$ cat src/rtl/fwd_hazard_ctrl.sv
// -----------------------------------------------------------------------------
// fwd_hazard_ctrl
//
// Forwarding and load-use hazard control for a 5-stage pipeline. The block
// shadows the destination/control fields of the instructions in EX, MEM and WB.
// From those it drives the select codes for the two EX-stage ALU operand muxes.
// It also raises the load-use stall from the ID-stage source fields. The top
// level only presents ID fields and the squash request.
//
// Operand mux select encoding:
//   00 : register-file value
//   01 : MEM/WB result
//   10 : EX/MEM result
//   11 : never driven
//
// Ports
//   clk_i           rising-edge clock
//   rst_i           asynchronous active-low reset
//   id_rs_i         rs of the instruction in ID
//   id_rt_i         rt of the instruction in ID
//   id_uses_rt_i    ID instruction reads rt as a source
//   id_rd_i         final destination register of the ID instruction
//   id_reg_write_i  ID instruction writes the register file
//   id_mem_read_i   ID instruction is a load
//   flush_i         squash the ID instruction (taken branch/jump)
//   fwd_a_o         select for ALU operand A mux
//   fwd_b_o         select for ALU operand B mux
//   stall_o         hold PC and IF/ID, bubble into EX
//   stall_cnt_o     saturating count of stall cycles since reset
// -----------------------------------------------------------------------------
module fwd_hazard_ctrl #(
  parameter int REG_ADDR_W = 5,
  parameter int CNT_W      = 16
) (
  input  logic                  clk_i,
  input  logic                  rst_i,
  input  logic [REG_ADDR_W-1:0] id_rs_i,
  input  logic [REG_ADDR_W-1:0] id_rt_i,
  input  logic                  id_uses_rt_i,
  input  logic [REG_ADDR_W-1:0] id_rd_i,
  input  logic                  id_reg_write_i,
  input  logic                  id_mem_read_i,
  input  logic                  flush_i,
  output logic [1:0]            fwd_a_o,
  output logic [1:0]            fwd_b_o,
  output logic                  stall_o,
  output logic [CNT_W-1:0]      stall_cnt_o
);

  typedef logic [REG_ADDR_W-1:0] reg_addr_t;

  localparam logic [1:0]       SEL_RF  = 2'b00;
  localparam logic [1:0]       SEL_WB  = 2'b01;
  localparam logic [1:0]       SEL_MEM = 2'b10;
  localparam reg_addr_t        REG_ZERO = '0;
  localparam logic [CNT_W-1:0] CNT_ONE  = {{(CNT_W-1){1'b0}}, 1'b1};
  localparam logic [CNT_W-1:0] CNT_MAX  = {CNT_W{1'b1}};

  // EX stage
  reg_addr_t ex_rs;
  reg_addr_t ex_rt;
  reg_addr_t ex_rd;
  logic      ex_rw;
  logic      ex_mr;

  // MEM stage
  reg_addr_t mem_rd;
  logic      mem_rw;
  logic      mem_mr;

  // WB stage
  reg_addr_t wb_rd;
  logic      wb_rw;

  logic [CNT_W-1:0] stall_cnt;
  logic             ex_bubble;

  logic mem_hit_a;
  logic mem_hit_b;
  logic wb_hit_a;
  logic wb_hit_b;
  logic load_hit_rs;
  logic load_hit_rt;

  // A stall and a flush in the same cycle both just mean "no instruction
  // enters EX", so they collapse into a single bubble.
  assign ex_bubble = stall_o | flush_i;

  always_ff @(posedge clk_i or negedge rst_i) begin
    if (!rst_i) begin
      ex_rs <= '0;
      ex_rt <= '0;
      ex_rd <= '0;
      ex_rw <= 1'b0;
      ex_mr <= 1'b0;
    end else if (ex_bubble) begin
      ex_rs <= '0;
      ex_rt <= '0;
      ex_rd <= '0;
      ex_rw <= 1'b0;
      ex_mr <= 1'b0;
    end else begin
      ex_rs <= id_rs_i;
      ex_rt <= id_rt_i;
      ex_rd <= id_rd_i;
      ex_rw <= id_reg_write_i;
      ex_mr <= id_mem_read_i;
    end
  end

  always_ff @(posedge clk_i or negedge rst_i) begin
    if (!rst_i) begin
      mem_rd <= '0;
      mem_rw <= 1'b0;
      mem_mr <= 1'b0;
      wb_rd  <= '0;
      wb_rw  <= 1'b0;
    end else begin
      mem_rd <= ex_rd;
      mem_rw <= ex_rw;
      mem_mr <= ex_mr;
      wb_rd  <= mem_rd;
      wb_rw  <= mem_rw;
    end
  end

  // Register 0 is hard-wired, so a "write" to it must never be forwarded.
  assign mem_hit_a = mem_rw && (mem_rd != REG_ZERO) && (mem_rd == ex_rs);
  assign mem_hit_b = mem_rw && (mem_rd != REG_ZERO) && (mem_rd == ex_rt);
  assign wb_hit_a  = wb_rw  && (wb_rd  != REG_ZERO) && (wb_rd  == ex_rs);
  assign wb_hit_b  = wb_rw  && (wb_rd  != REG_ZERO) && (wb_rd  == ex_rt);

  // EX/MEM holds the younger producer, so it wins over MEM/WB.
  // Operand B is resolved even for immediate-form instructions; the ALUSrc
  // mux after the forwarding mux throws the value away in that case.
  always_comb begin
    fwd_a_o = SEL_RF;
    if (mem_hit_a) begin
      fwd_a_o = SEL_MEM;
    end else if (wb_hit_a) begin
      fwd_a_o = SEL_WB;
    end
  end

  always_comb begin
    fwd_b_o = SEL_RF;
    if (mem_hit_b) begin
      fwd_b_o = SEL_MEM;
    end else if (wb_hit_b) begin
      fwd_b_o = SEL_WB;
    end
  end

  // A load in EX has no data until the end of MEM. A consumer in ID must
  // wait one cycle and then picks the value up from MEM/WB. The bubble
  // clears ex_mr, so a single load never stalls for two cycles in a row.
  assign load_hit_rs = (ex_rd == id_rs_i);
  assign load_hit_rt = id_uses_rt_i && (ex_rd == id_rt_i);
  assign stall_o     = ex_mr && (ex_rd != REG_ZERO) && (load_hit_rs || load_hit_rt);

  always_ff @(posedge clk_i or negedge rst_i) begin
    if (!rst_i) begin
      stall_cnt <= '0;
    end else if (stall_o && (stall_cnt != CNT_MAX)) begin
      stall_cnt <= stall_cnt + CNT_ONE;
    end
  end

  assign stall_cnt_o = stall_cnt;

  // A load in MEM has only its address on the EX/MEM bus. Because of the
  // stall, no rs consumer of that load can be sitting in EX behind it.
  load_in_mem_not_forwarded : assert property (
    @(posedge clk_i) disable iff (!rst_i)
    (mem_mr && (mem_rd != REG_ZERO)) |-> (ex_rs != mem_rd)
  );

endmodule

$ cat config.mk
export PLATFORM = sky130hd
export DESIGN_NAME = fwd_hazard_ctrl
export DESIGN_NICKNAME = d
export VERILOG_FILES = /design/src/rtl/fwd_hazard_ctrl.sv
export SDC_FILE = /design/constraint.sdc
export NUM_CORES = 1
export LEC_CHECK = 0
export BUFFER_PORTS_ARGS = -buffer_cell sky130_fd_sc_hd__buf_2
export CAP_MARGIN = 20
export CORE_AREA = 2 2 72 74
export DETAILED_ROUTE_END_ITERATION = 7
export DIE_AREA = 0 0 74 76
export GPL_TIMING_DRIVEN = 1
export PLACE_DENSITY = 0.77
export SLEW_MARGIN = 15
export SYNTH_ARGS = -nofsm -noshare
export SYNTH_HDL_FRONTEND = slang
export SYNTH_SLANG_ARGS = --single-unit
$ cat constraint.sdc
create_clock -name clk_i -period 3.6 [get_ports clk_i]
set_input_delay 0.36 -clock clk_i [delete_from_list [all_inputs] [get_ports clk_i]]
set_output_delay 0.36 -clock clk_i [all_outputs]
set_load 0.03 [all_outputs]
Yosys cells after proc, flatten, opt, wreduce, memory -nomap -nowiden. Index checks and enable logic that the tools add are counted.

Bits in registers: 45. Output and inout bits: 21. Logic and storage cells: 42.

Add/subtract/negate cells: 1. Eq/ne operators: 7. Multiplexer cells: 9. Bitwise gates (word level): 1. Reductions and logical operators: 14.

Operators by type and width (count): $eq 5x5->1 (6); $add 16x1->16 const B (1); $ne 16x16->1 const B (1); $mux 5 (3); $reduce_bool 5->1 (3); $logic_and 1x1->1 (10); $mux 1 (4); $mux 2 (2); $logic_or 1x1->1 (1); $or 1x1->1 (1).

Longest topological paths before layout.
Word-level depth: 6. Depth in mapped cells: 6.

Worst setup path after synthesis. OpenSTA, ideal clock, no wires.

Path type: reg2out. Start: register mem_rd[1]. End: output port fwd_a_o[0]. Arrival: 2.200 ns. Required time: 3.240 ns. Setup slack: 1.040 ns. Stages on the path, launching flop included: 5. Path buffers: 0. Path through: dfrtp_1 > or4_1 > o21ai_0 > nor4_1 > nor4_1.

Longest elaborated chain between the ends: 4.

Ends and longest elaborated chain: from (decl) (line 67) `reg_addr_t mem_rd;`; from (signal assigned) (line 119) `mem_rd <= ex_rd;`; $reduce_bool 5->1 (line 128) `assign mem_hit_a = mem_rw && (mem_rd != REG_ZERO) && (mem_rd == ex_rs);`; $logic_and 1x1->1 (line 128); $logic_and 1x1->1 * (line 128); named net mem_hit_a (line 78) `logic mem_hit_a;`; $mux 2 * (line 138) `if (mem_hit_a) begin`; to (decl) (line 44) `output logic [1:0] fwd_a_o,`.

The timed path passes the listed nets; every way through them passes the cells marked *.

Worst setup path after layout.
Start: register mem_rd[1]. End: output port fwd_a_o[0].

Longest elaborated chain between the ends: 4.

Ends and longest elaborated chain (line): $reduce_bool 5->1 (128); $logic_and 1x1->1 (128); $logic_and 1x1->1 * (128); $mux 2 * (138).

Every way passes the cells marked *; elsewhere a longest branch is shown, timed or not.

==> impl_metrics.json <==
{
  "synthDistinctLibCells": 27,
  "critPathKind": "flip-flop to output port",
  "synthArstFlopShare_pct": 100,
  "synth_common_cells": "dfrtp_1, xnor2_1, and2_1, xor2_1",
  "status": "finished, final reports clean",
  "h-tree-depth": 2,
  "leakage_nw": 1.17,
  "numCtsBuffers": 5,
  "cts_setup_buffers": 0,
  "area_delta_synth_final_pct": 18.7,
  "antenna_found_initial": 0,
  "synth_seq_area_share_pct": 54.1,
  "endpoint_kind": "output port",
  "drt_iter0_markers": 60,
  "gpl.final_weighted_congestion": 0.846,
  "cts.repair.resized": 0,
  "antenna_cells_inserted": 0,
  "clock_latency_ns": 0.29,
  "syn_area_sq_um": 2080,
  "finClkSkew_ns": 0.00560,
  "rsz0062_at_grt": "false",
  "synthCells": 175,
  "critPathArrivalTime_ns": 2.07,
  "ctsHoldBuffers": 0,
  "clockBufferDepth": 2,
  "syn_avg_cell_area_sq_um": 11.9,
  "period_share_pct": 67.6,
  "synthTopCellsByArea": "dfrtp_1, xnor2_1, xor2_1, and2_1, nand4_1",
  "finalSetupViolCount": 0,
  "layout-drive-gt1-share_pct": 26.5,
  "yosys.area.top_type": "dfrtp_1",
  "ys_ff_latch": 45,
  "grt_pass1_wl_microns": 6820,
  "die_y_microns": 76,
  "multi_input_area_sq_um": 917,
  "grt_usage_pct": 15.6,
  "finalWirelength_microns": 3840,
  "firstDrtPassIters": 4,
  "drc": 0,
  "rows": 26,
  "ant_nets": 0,
  "clkSlewWorstSetupHoldPaths_ns": 0.08,
  "grt_pass1_vias": 1424,
  "worst-path-max-fanout": 4,
  "cts_sinks": 45,
  "slew_viol_final": 0,
  "fill_cells": 444,
  "critPathLaunchType": "flip-flop",
  "drv_cap": 0,
  "core_sq_um": 4910,
  "yosys.area.top_type_share_pct": 54.1,
  "regArea_sq_um": 1130,
  "grt_max_degree": 46,
  "ir_worst_vdd_mv": 0.259,
  "r2r_slack_ns": 1.59,
  "cellPowerDensity_nw_per_um2": 453,
  "critPathRequiredTime_ns": 3.24,
  "final-hold-violation-count": 0,
  "fmax_mhz": 411,
  "hp-class": "primary input to async pin",
  "synth-edff-count": 0,
  "dieArea_sq_um": 5620,
  "io_buffer_count": 41,
  "syn_nets": 197,
  "whs_ns": 0.204,
  "avgRoutedWirePerCell_microns": 13.3,
  "overflow": 0,
  "nets": 240,
  "yosysWarnings": 0,
  "fin_setup_tns_ns": 0,
  "io_pins": 42,
  "fin_crit_ns": 2.43,
  "synth.most_common_cell": "dfrtp_1",
  "slew_headroom_pct": 36.9,
  "synth_ff_type": "dfrtp_1",
  "vias": 1373,
  "via_per_inst": 4.75,
  "cts-root-buf": "clkbuf_8",
  "hpwl_microns": 2880,
  "tightest_slew_ns": 0.946,
  "die_x_microns": 74,
  "cts_tree": "yes",
  "start_util_pct": 42.4
}
state kept, by name, indices dropped and copies added (netlist names):
register and flops:
ex_rw 1, ex_rt 5, stall_cnt_o 16, ex_rs 5, ex_mr 1, wb_rd 5
wb_rw 1, mem_rd 5, mem_rw 1, ex_rd 5
per-layer routing:
metal | vias up | global-route usage (%) | wire, microns
met2 | 35 | 23.8 | 1830
met1 | 644 | 21.2 | 1770
met5 | - | 0 | 0
li1 | 687 | - | -
met3 | 7 | 3.57 | 157
met4 | 0 | 6.36 | 70
layout by cell type (no fill, tap or decap):
master | netlist | routed
xor2_1 | 14 | 14
o21a_4 | 1 | 1
nand4_1 | 12 | 12
nor4_2 | 1 | 1
xnor2_1 | 31 | 31
or4_1 | 4 | 4
nor3_1 | 4 | 4
mux2_2 | 1 | 1
or4_4 | 1 | 1
ha_1 | 1 | 1
buf_2 | 1 | 41
inv_1 | 1 | 1
a21oi_4 | 1 | 1
o21ai_0 | 3 | 3
and2_1 | 18 | 18
nand3_1 | 12 | 12
nand3_2 | 2 | 2
o22ai_2 | 1 | 1
clkinv_2 | 0 | 1
bufinv_16 | 0 | 2
o311a_4 | 1 | 1
clkbuf_8 | 0 | 5
and3_1 | 3 | 3
nor2_1 | 3 | 3
nand2_1 | 6 | 6
nor4_1 | 4 | 4
dfrtp_1 | 45 | 45
worst paths after layout:
| path | startpoint | end | cells past startpoint |
|---|---|---|---|
| setup / recovery | mem_rd[1] | fwd_a_o[0] | 5 |
| hold / removal | rst_i | stall_cnt_o[8] | 1 |
| setup reg to reg | stall_cnt_o[0] | stall_cnt_o[1] | 6 |
| hold reg to reg | ex_rw | mem_rw | 0 |
| max in group asynchronous | rst_i | ex_rd[0] | 1 |
| min in group clk_i | id_reg_write_i | ex_rw | 2 |
metrics by stage:
stage               utilization, %  instances  instance area (sq um)  power (mW)  setup slack [ns]
floorplan                        -        175                   2080       0.646              1.04
global placement              47.6        281                   2340       0.688              1.50
detailed placement            47.6        281                   2340       0.693              1.47
CTS                           50.4        289                   2470        1.14              1.14
global route                  50.4        289                   2470        1.17             0.987
finish                        50.4        289                   2470        1.12              1.17
cell families after synthesis:
family / Yosys count / synth area share [%]
AND/OR/NAND/NOR: 70 / 20.1
AO/OA/AOI/OAI: 7 / 3.84
XOR/XNOR: 45 / 18.9
flip-flops: 45 / 54.1
adder cells (fa/ha/maj): 1 / 0.601
buffers and inverters: 6 / 1.92
multiplexers: 1 / 0.541
cell type report:
type                       instances  share of cell area [%]
clock buffer                       5                    2.78
clock inverter                     3                    2.63
inverter                           1                   0.152
multi-input combinational        124                    37.1
sequential                        45                    45.5
tap                               70                    3.54
timing repair buffer              41                    8.30
worst max-delay path, cell delays in order, from the launching register on:
cell	delay, ns
dfrtp_1	0.43
or4_1	0.52
o21ai_0	0.21
nor4_1	0.11
nor4_1	0.28
buf_2	0.24
where the power goes:
part           switching, mW  internal [mW]  leakage, nW
Sequential            0.0291          0.531        0.596
Combinational         0.0669         0.0532        0.502
Clock                  0.165          0.276       0.0681
Note: power is estimated with default switching activity, not from simulation.
